<file path="config.mk">
export PLATFORM = sky130hd
export DESIGN_NAME = recon_icap_loader
export DESIGN_NICKNAME = d
export VERILOG_FILES = /design/src/rtl/recon_icap_loader.sv
export SDC_FILE = /design/constraint.sdc
export NUM_CORES = 1
export LEC_CHECK = 0
export BUFFER_PORTS_ARGS = -buffer_cell sky130_fd_sc_hd__buf_2
export CAP_MARGIN = 20
export CORE_UTILIZATION = 35
export DETAILED_ROUTE_END_ITERATION = 8
export GPL_TIMING_DRIVEN = 0
export HOLD_SLACK_MARGIN = 0.05
export MAX_ROUTING_LAYER = met4
export SLEW_MARGIN = 20
export SYNTH_ARGS = -nofsm -noshare
export SYNTH_HDL_FRONTEND = slang
export SYNTH_SLANG_ARGS = --single-unit
</file>
<file path="constraint.sdc">
create_clock -name clk -period 5.2 [get_ports clk]
set_clock_uncertainty 0.05 [all_clocks]
set_input_delay 0 -clock clk [delete_from_list [all_inputs] [get_ports clk]]
set_output_delay 0 -clock clk [all_outputs]
set_load 0.1 [all_outputs]
</file>
<file path="src/rtl/recon_icap_loader.sv">
// Streams a configuration bitstream from AXI memory into the ICAP port.
// Bursts are sized to stay inside a 4 KiB page, and each word is bit-reversed per byte.
module recon_icap_loader #(
  parameter int DATA_WIDTH    = 64,
  parameter int ADDR_WIDTH    = 34,
  parameter int ID_WIDTH      = 6,
  parameter int MAX_BURST_LEN = 16
) (
  input  logic                  clk,
  input  logic                  rst,
  input  logic [ADDR_WIDTH-1:0] cmd_addr,
  input  logic [31:0]           cmd_len,
  input  logic                  cmd_valid,
  output logic                  cmd_ready,
  output logic [ID_WIDTH-1:0]   m_axi_arid,
  output logic [ADDR_WIDTH-1:0] m_axi_araddr,
  output logic [7:0]            m_axi_arlen,
  output logic [2:0]            m_axi_arsize,
  output logic [1:0]            m_axi_arburst,
  output logic                  m_axi_arvalid,
  input  logic                  m_axi_arready,
  input  logic [DATA_WIDTH-1:0] m_axi_rdata,
  input  logic [1:0]            m_axi_rresp,
  input  logic                  m_axi_rlast,
  input  logic                  m_axi_rvalid,
  output logic                  m_axi_rready,
  output logic                  icap_csib,
  output logic                  icap_rdwrb,
  output logic [31:0]           icap_o,
  input  logic                  icap_ready,
  output logic                  busy,
  output logic                  done,
  output logic                  error
);

  // state  | meaning
  // S_IDLE | waiting for a command
  // S_ADDR | presenting one AR burst
  // S_DATA | accepting beats and emitting words of the current burst
  // S_DONE | one-cycle completion pulse
  // S_ERR  | one-cycle completion pulse with error set

  localparam int WPB = DATA_WIDTH / 32;
  localparam int BPB = DATA_WIDTH / 8;
  localparam int BB  = $clog2(BPB);
  localparam int WIB = (WPB > 1) ? $clog2(WPB) : 1;

  typedef enum logic [2:0] {S_IDLE, S_ADDR, S_DATA, S_DONE, S_ERR} state_t;
  state_t state, state_nxt;

  logic [ADDR_WIDTH-1:0] cur_addr;
  logic [31:0]           bytes_rem;
  logic [DATA_WIDTH-1:0] beat_buf;
  logic                  buf_valid;
  logic                  buf_last;
  logic [WIB-1:0]        buf_idx;
  logic                  err_drain;
  logic                  error_r;

  logic [ADDR_WIDTH-1:0] beat_addr;
  logic [32:0]           beats_left;
  logic [12:0]           beats_4k;
  logic [32:0]           blen;
  logic                  r_hs;
  logic                  r_bad;
  logic                  emit;
  logic                  last_word;

  function automatic logic [31:0] rev_bytes(input logic [31:0] w);
    for (int b = 0; b < 4; b++)
      for (int i = 0; i < 8; i++)
        rev_bytes[b*8+i] = w[b*8+7-i];
  endfunction

  // cur_addr always points at the next word to emit, so it also drives burst sizing
  assign beat_addr  = cur_addr & ~ADDR_WIDTH'(BPB - 1);
  assign beats_left = ({1'b0, bytes_rem} + 33'(cur_addr[BB-1:0]) + 33'(BPB - 1)) >> BB;
  assign beats_4k   = (13'h1000 - {1'b0, beat_addr[11:0]}) >> BB;

  always_comb begin
    blen = 33'(MAX_BURST_LEN);
    if (beats_left < blen) blen = beats_left;
    if (33'(beats_4k) < blen) blen = 33'(beats_4k);
  end

  assign m_axi_arid    = '0;
  assign m_axi_araddr  = beat_addr;
  assign m_axi_arlen   = 8'(blen - 33'd1);
  assign m_axi_arsize  = 3'(BB);
  assign m_axi_arburst = 2'b01;
  assign m_axi_arvalid = (state == S_ADDR);

  assign m_axi_rready = (state == S_DATA) && !buf_valid;
  assign r_hs         = m_axi_rvalid && m_axi_rready;
  assign r_bad        = r_hs && (err_drain || (m_axi_rresp != 2'b00));
  assign emit         = (state == S_DATA) && buf_valid && icap_ready;
  assign last_word    = (buf_idx == WIB'(WPB - 1)) || (bytes_rem == 32'd4);

  assign icap_csib  = !emit;
  assign icap_rdwrb = 1'b0;
  assign icap_o     = emit ? rev_bytes(32'(beat_buf >> {buf_idx, 5'd0})) : 32'd0;

  assign busy      = (state != S_IDLE);
  assign cmd_ready = (state == S_IDLE);
  assign done      = (state == S_DONE) || (state == S_ERR);
  assign error     = error_r;

  always_comb begin
    state_nxt = state;
    case (state)
      S_IDLE: begin
        if (cmd_valid) begin
          if ((cmd_addr[1:0] != 2'b00) || (cmd_len[1:0] != 2'b00)) state_nxt = S_ERR;
          else if (cmd_len == 32'd0)                              state_nxt = S_DONE;
          else                                                    state_nxt = S_ADDR;
        end
      end
      S_ADDR: if (m_axi_arready) state_nxt = S_DATA;
      S_DATA: begin
        if (r_bad && m_axi_rlast)
          state_nxt = S_ERR;
        else if (emit && last_word && buf_last)
          state_nxt = (bytes_rem == 32'd4) ? S_DONE : S_ADDR;
      end
      S_DONE:  state_nxt = S_IDLE;
      S_ERR:   state_nxt = S_IDLE;
      default: state_nxt = S_IDLE;
    endcase
  end

  always_ff @(posedge clk) begin
    if (rst) begin
      state     <= S_IDLE;
      cur_addr  <= '0;
      bytes_rem <= '0;
      beat_buf  <= '0;
      buf_valid <= 1'b0;
      buf_last  <= 1'b0;
      buf_idx   <= '0;
      err_drain <= 1'b0;
      error_r   <= 1'b0;
    end else begin
      state <= state_nxt;
      if ((state == S_IDLE) && cmd_valid) begin
        cur_addr  <= cmd_addr;
        bytes_rem <= cmd_len;
        err_drain <= 1'b0;
        buf_valid <= 1'b0;
        error_r   <= 1'b0;
      end
      // a bad beat poisons the rest of the burst; later beats are drained but never buffered
      if (r_hs) begin
        if (r_bad) begin
          err_drain <= 1'b1;
        end else begin
          beat_buf  <= m_axi_rdata;
          buf_valid <= 1'b1;
          buf_last  <= m_axi_rlast;
          buf_idx   <= WIB'((cur_addr >> 2) & ADDR_WIDTH'(WPB - 1));
        end
      end
      if (emit) begin
        cur_addr  <= cur_addr + ADDR_WIDTH'(4);
        bytes_rem <= bytes_rem - 32'd4;
        if (last_word) buf_valid <= 1'b0;
        else           buf_idx   <= buf_idx + WIB'(1);
      end
      if (state_nxt == S_ERR) error_r <= 1'b1;
    end
  end

endmodule

</file>
==> metrics.md <==
| Metric | Value |
|---|---|
| Status | `finished, violations left` |
| Failing checks | `negative setup slack` |
| Bufs on Longest Clock Path | `2` |
| Final hold vios | `0` |
| Congestion Overflow GR | `0` |
| Final Core Density | `0.539` |
| Iter 0 DRT Violations | `587` |
| Fillers | `2384` |
| Worst-Margin Slew | `0.919 ns` |
| Buffers added on ports | `215` |
| Die Y | `161 um` |
| Fin. max-slew vios | `0` |
| Die Footprint | `25900 um2` |
| Largest net degree at the start of global routing | `17` |
| Clock slew seen by the registers of the worst setup and hold paths | `0.06 ns` |
| Power per Cell Area | `288 nW/um2` |
| RSZ-0062 raised after global routing | `true` |
| CP max FO | `8` |
| Finish-stage setup viols | `8` |
| Rel. slew slack | `0.383` |
| Crit start category | `flip-flop` |
| Synth warnings | `0` |
| Combinational fraction of design power | `0.378` |
| Vias in the first global route | `10200` |
| Main flop type after synthesis | `dfxtp_1` |
| Layout area overhead | `49.6%` |
| Period minus WS final | `5.92 ns` |
| EDFF count, synth | `0` |
| FF/Latch Area | `2770 um2` |
| All-Layer GR Usage | `0.275` |
| Cell variety after synth | `77` |
| Root Driver | `clkbuf_16` |
| Clock Sinks | `138` |
| CTS HTree Levels | `4` |
| Die X | `161 um` |
| Routed via count | `10500` |
| CTS tree | `yes` |
| F_max | `0.169 GHz` |
| Gpl congestion | `0.938` |
| Static Leak | `5.25 nW` |
| Post-Syn Area per Cell | `7.32 um2` |
| Post-synthesis sequential area ratio | `0.312` |
| Async S/R FF share, synth | `0` |
| Initial Util | `0.361` |
| CP Class | `flip-flop to output port` |
| Post-route cell area | `13200 um2` |
| DPL Wire Length | `25300 um` |
| Sequential Power Share | `0.296` |
| Net Sw Frac | `0.390` |
| Footprint of the multi-input gates | `5770 um2` |
| Critical path arrival | `5.87 ns` |
| Critical Path RT | `5.15 ns` |
| First-pass GRT wire length | `54400 um` |
| Syn Std Cell Area | `8850 um2` |
| Max-Cap Viols | `0` |
| P_int | `2.32 mW` |
| Max IR drop VDD | `376 uV` |
| #FFs+latches synth | `138` |
| Tightest Hold Check Type | `primary input to flip-flop` |
| I/O pin cnt | `232` |
| P_sw | `1.49 mW` |
| Layout cell share with drive strength beyond 1 | `0.261` |
| Synth Instances | `1208` |
| First-pass iteration count of the detailed router | `5` |
| Initial antenna violation count | `0` |
| Tcrit/Tclk final | `1.14` |
| WL/cell | `17.6 um` |
| Core area | `24500 um2` |
| Crit end category | `output port` |
| Drt via density | `5.34` |
| Part of the power in the clock network | `0.325` |
| Wirelength, routed | `34900 um` |
| Row Count | `57` |
| Diode count | `0` |
| Final ANT Viol Nets | `0` |
| Worst-skew pair later-pin latency | `0.43 ns` |
| PnR worst setup slack | `-0.719 ns` |
| CTS buffer count | `17` |
| Post-DP Area | `10600 um2` |
| Final-stage net count | `1796` |
| Residual DRC | `0` |
## path summary, 6_finish.rpt
check                           slack [ns]         start             end  depth (start not counted)
worst min register to register        0.40  beat_buf[55]    beat_buf[55]                          2
worst min-delay path                  0.12  m_axi_rvalid        state[1]                          6
worst max register to register        1.51   cur_addr[9]    cur_addr[32]                         13
worst max-delay path                 -0.72  bytes_rem[2]  m_axi_arlen[7]                         27
## through the flow
stage / setup TNS (ns) / setup WS [ns] / hold slack, ns / instances / power [mW]
6_report: -3.92 / -0.719 / 0.124 / 1975 / 3.81
5_1_grt: -5.22 / -0.879 / 0.172 / 1975 / 3.95
4_1_cts: -3.97 / -0.748 / 0.0796 / 1964 / 3.76
3_5_place_dp: -8.22 / -1.39 / 0.184 / 1765 / 2.27
3_3_place_gp: -8.06 / -1.37 / 0.182 / 1765 / 2.26
2_1_floorplan: -2.88 / -0.864 / 0.0860 / 1226 / 2.02
## power by group through the flow
stage | combinational (mW) | sequential [mW] | clock (mW)
global placement | 1.11 | 1.15 | 0
floorplan | 0.879 | 1.14 | 0
global route | 1.52 | 1.13 | 1.30
detailed placement | 1.12 | 1.15 | 0
finish | 1.44 | 1.13 | 1.24
CTS | 1.37 | 1.13 | 1.25
## placed cells by master, fill, tap and decap left out, drive strengths merged, types with 24 or more instances in the layout
| master | netlist | routed |
|---|---|---|
| buf | 71 | 324 |
| nand2 | 202 | 202 |
| a21oi | 158 | 158 |
| dlygate4sd3 | 0 | 139 |
| dfxtp | 138 | 138 |
| nor2 | 117 | 117 |
| clkbuf | 62 | 80 |
| o21ai | 40 | 40 |
| inv | 29 | 40 |
| mux2i | 39 | 39 |
| nor3 | 39 | 39 |
| nor4 | 26 | 26 |
| nand4 | 24 | 24 |
## critical path, cell delays in order (launching register included)
cell and delay, ns:
dfxtp_4 0.37, inv_4 0.04, ha_4 0.25, inv_2 0.04, ha_4 0.24, and2b_4 0.21, a31oi_4 0.18, nor4_4 0.42
buf_4 0.17, buf_4 0.10, a22o_1 0.21, nand4_2 0.15, buf_6 0.16, or3_4 0.40, ha_4 0.27, nand3_2 0.08
nor3_2 0.18, o31a_1 0.24, o21ai_4 0.08, buf_4 0.16, buf_6 0.10, nor2b_4 0.11, o32a_1 0.20, o211ai_1 0.32
buf_4 0.19, nand2_4 0.07, a22oi_2 0.25, buf_12 0.20
## flip-flops by register name, summed over array words and instances (netlist names), 3 cells and up
name	count
bytes_rem	32
beat_buf	64
state	3
cur_addr	34
## Yosys cell counts (all sizes together), types with 15 or more instances
master / count / area (um2)
nand4: 24 / 163
nor3: 39 / 200
mux2i: 39 / 390
a21oi: 158 / 791
inv: 29 / 109
o21ai: 40 / 200
nand2: 202 / 761
nand3: 20 / 100
o211ai: 19 / 143
a31oi: 17 / 121
and3: 18 / 113
ha: 19 / 238
dfxtp: 138 / 2760
buf: 71 / 484
a22oi: 15 / 113
nor2: 117 / 439
nor4: 26 / 190
clkbuf: 62 / 233
## cells by family after synthesis
family | synth area share
AO/OA/AOI/OAI | 0.224
XOR/XNOR | 0.0198
adder cells (fa/ha/maj) | 0.0269
buffers and inverters | 0.0933
flip-flops | 0.312
multiplexers | 0.0467
other | 0.000849
AND/OR/NAND/NOR | 0.276
## what timing repair did
item | 4_1_cts | 5_1_grt
pin swaps | 30 | 37
setup endpoints to repair | 8 | 8
setup buffers | 28 | 12
endpoints found under the hold margin | 136 | 0
gates cloned | 0 | 0
hold buffers | 139 | 0
resized for setup | 64 | 24
## layer usage
layer / share of wire / up-vias / global-route usage
li1: - / 5116 / -
met1: 0.42 / 4941 / 0.331
met2: 0.48 / 417 / 0.460
met3: 0.066 / 73 / 0.0393
met4: 0.034 / 0 / 0.111
met5: 0 / - / -
## layout make-up
type | instances | area share
Timing Repair Buffer | 394 | 0.217
Clock buffer | 17 | 0.0321
Buffer | 132 | 0.0535
Multi-Input combinational cell | 926 | 0.436
Clock inverter | 15 | 0.0126
Sequential cell | 138 | 0.209
Inverter | 29 | 0.00870
Tap cell | 324 | 0.0306
Power figures use the tool's default switching activity.
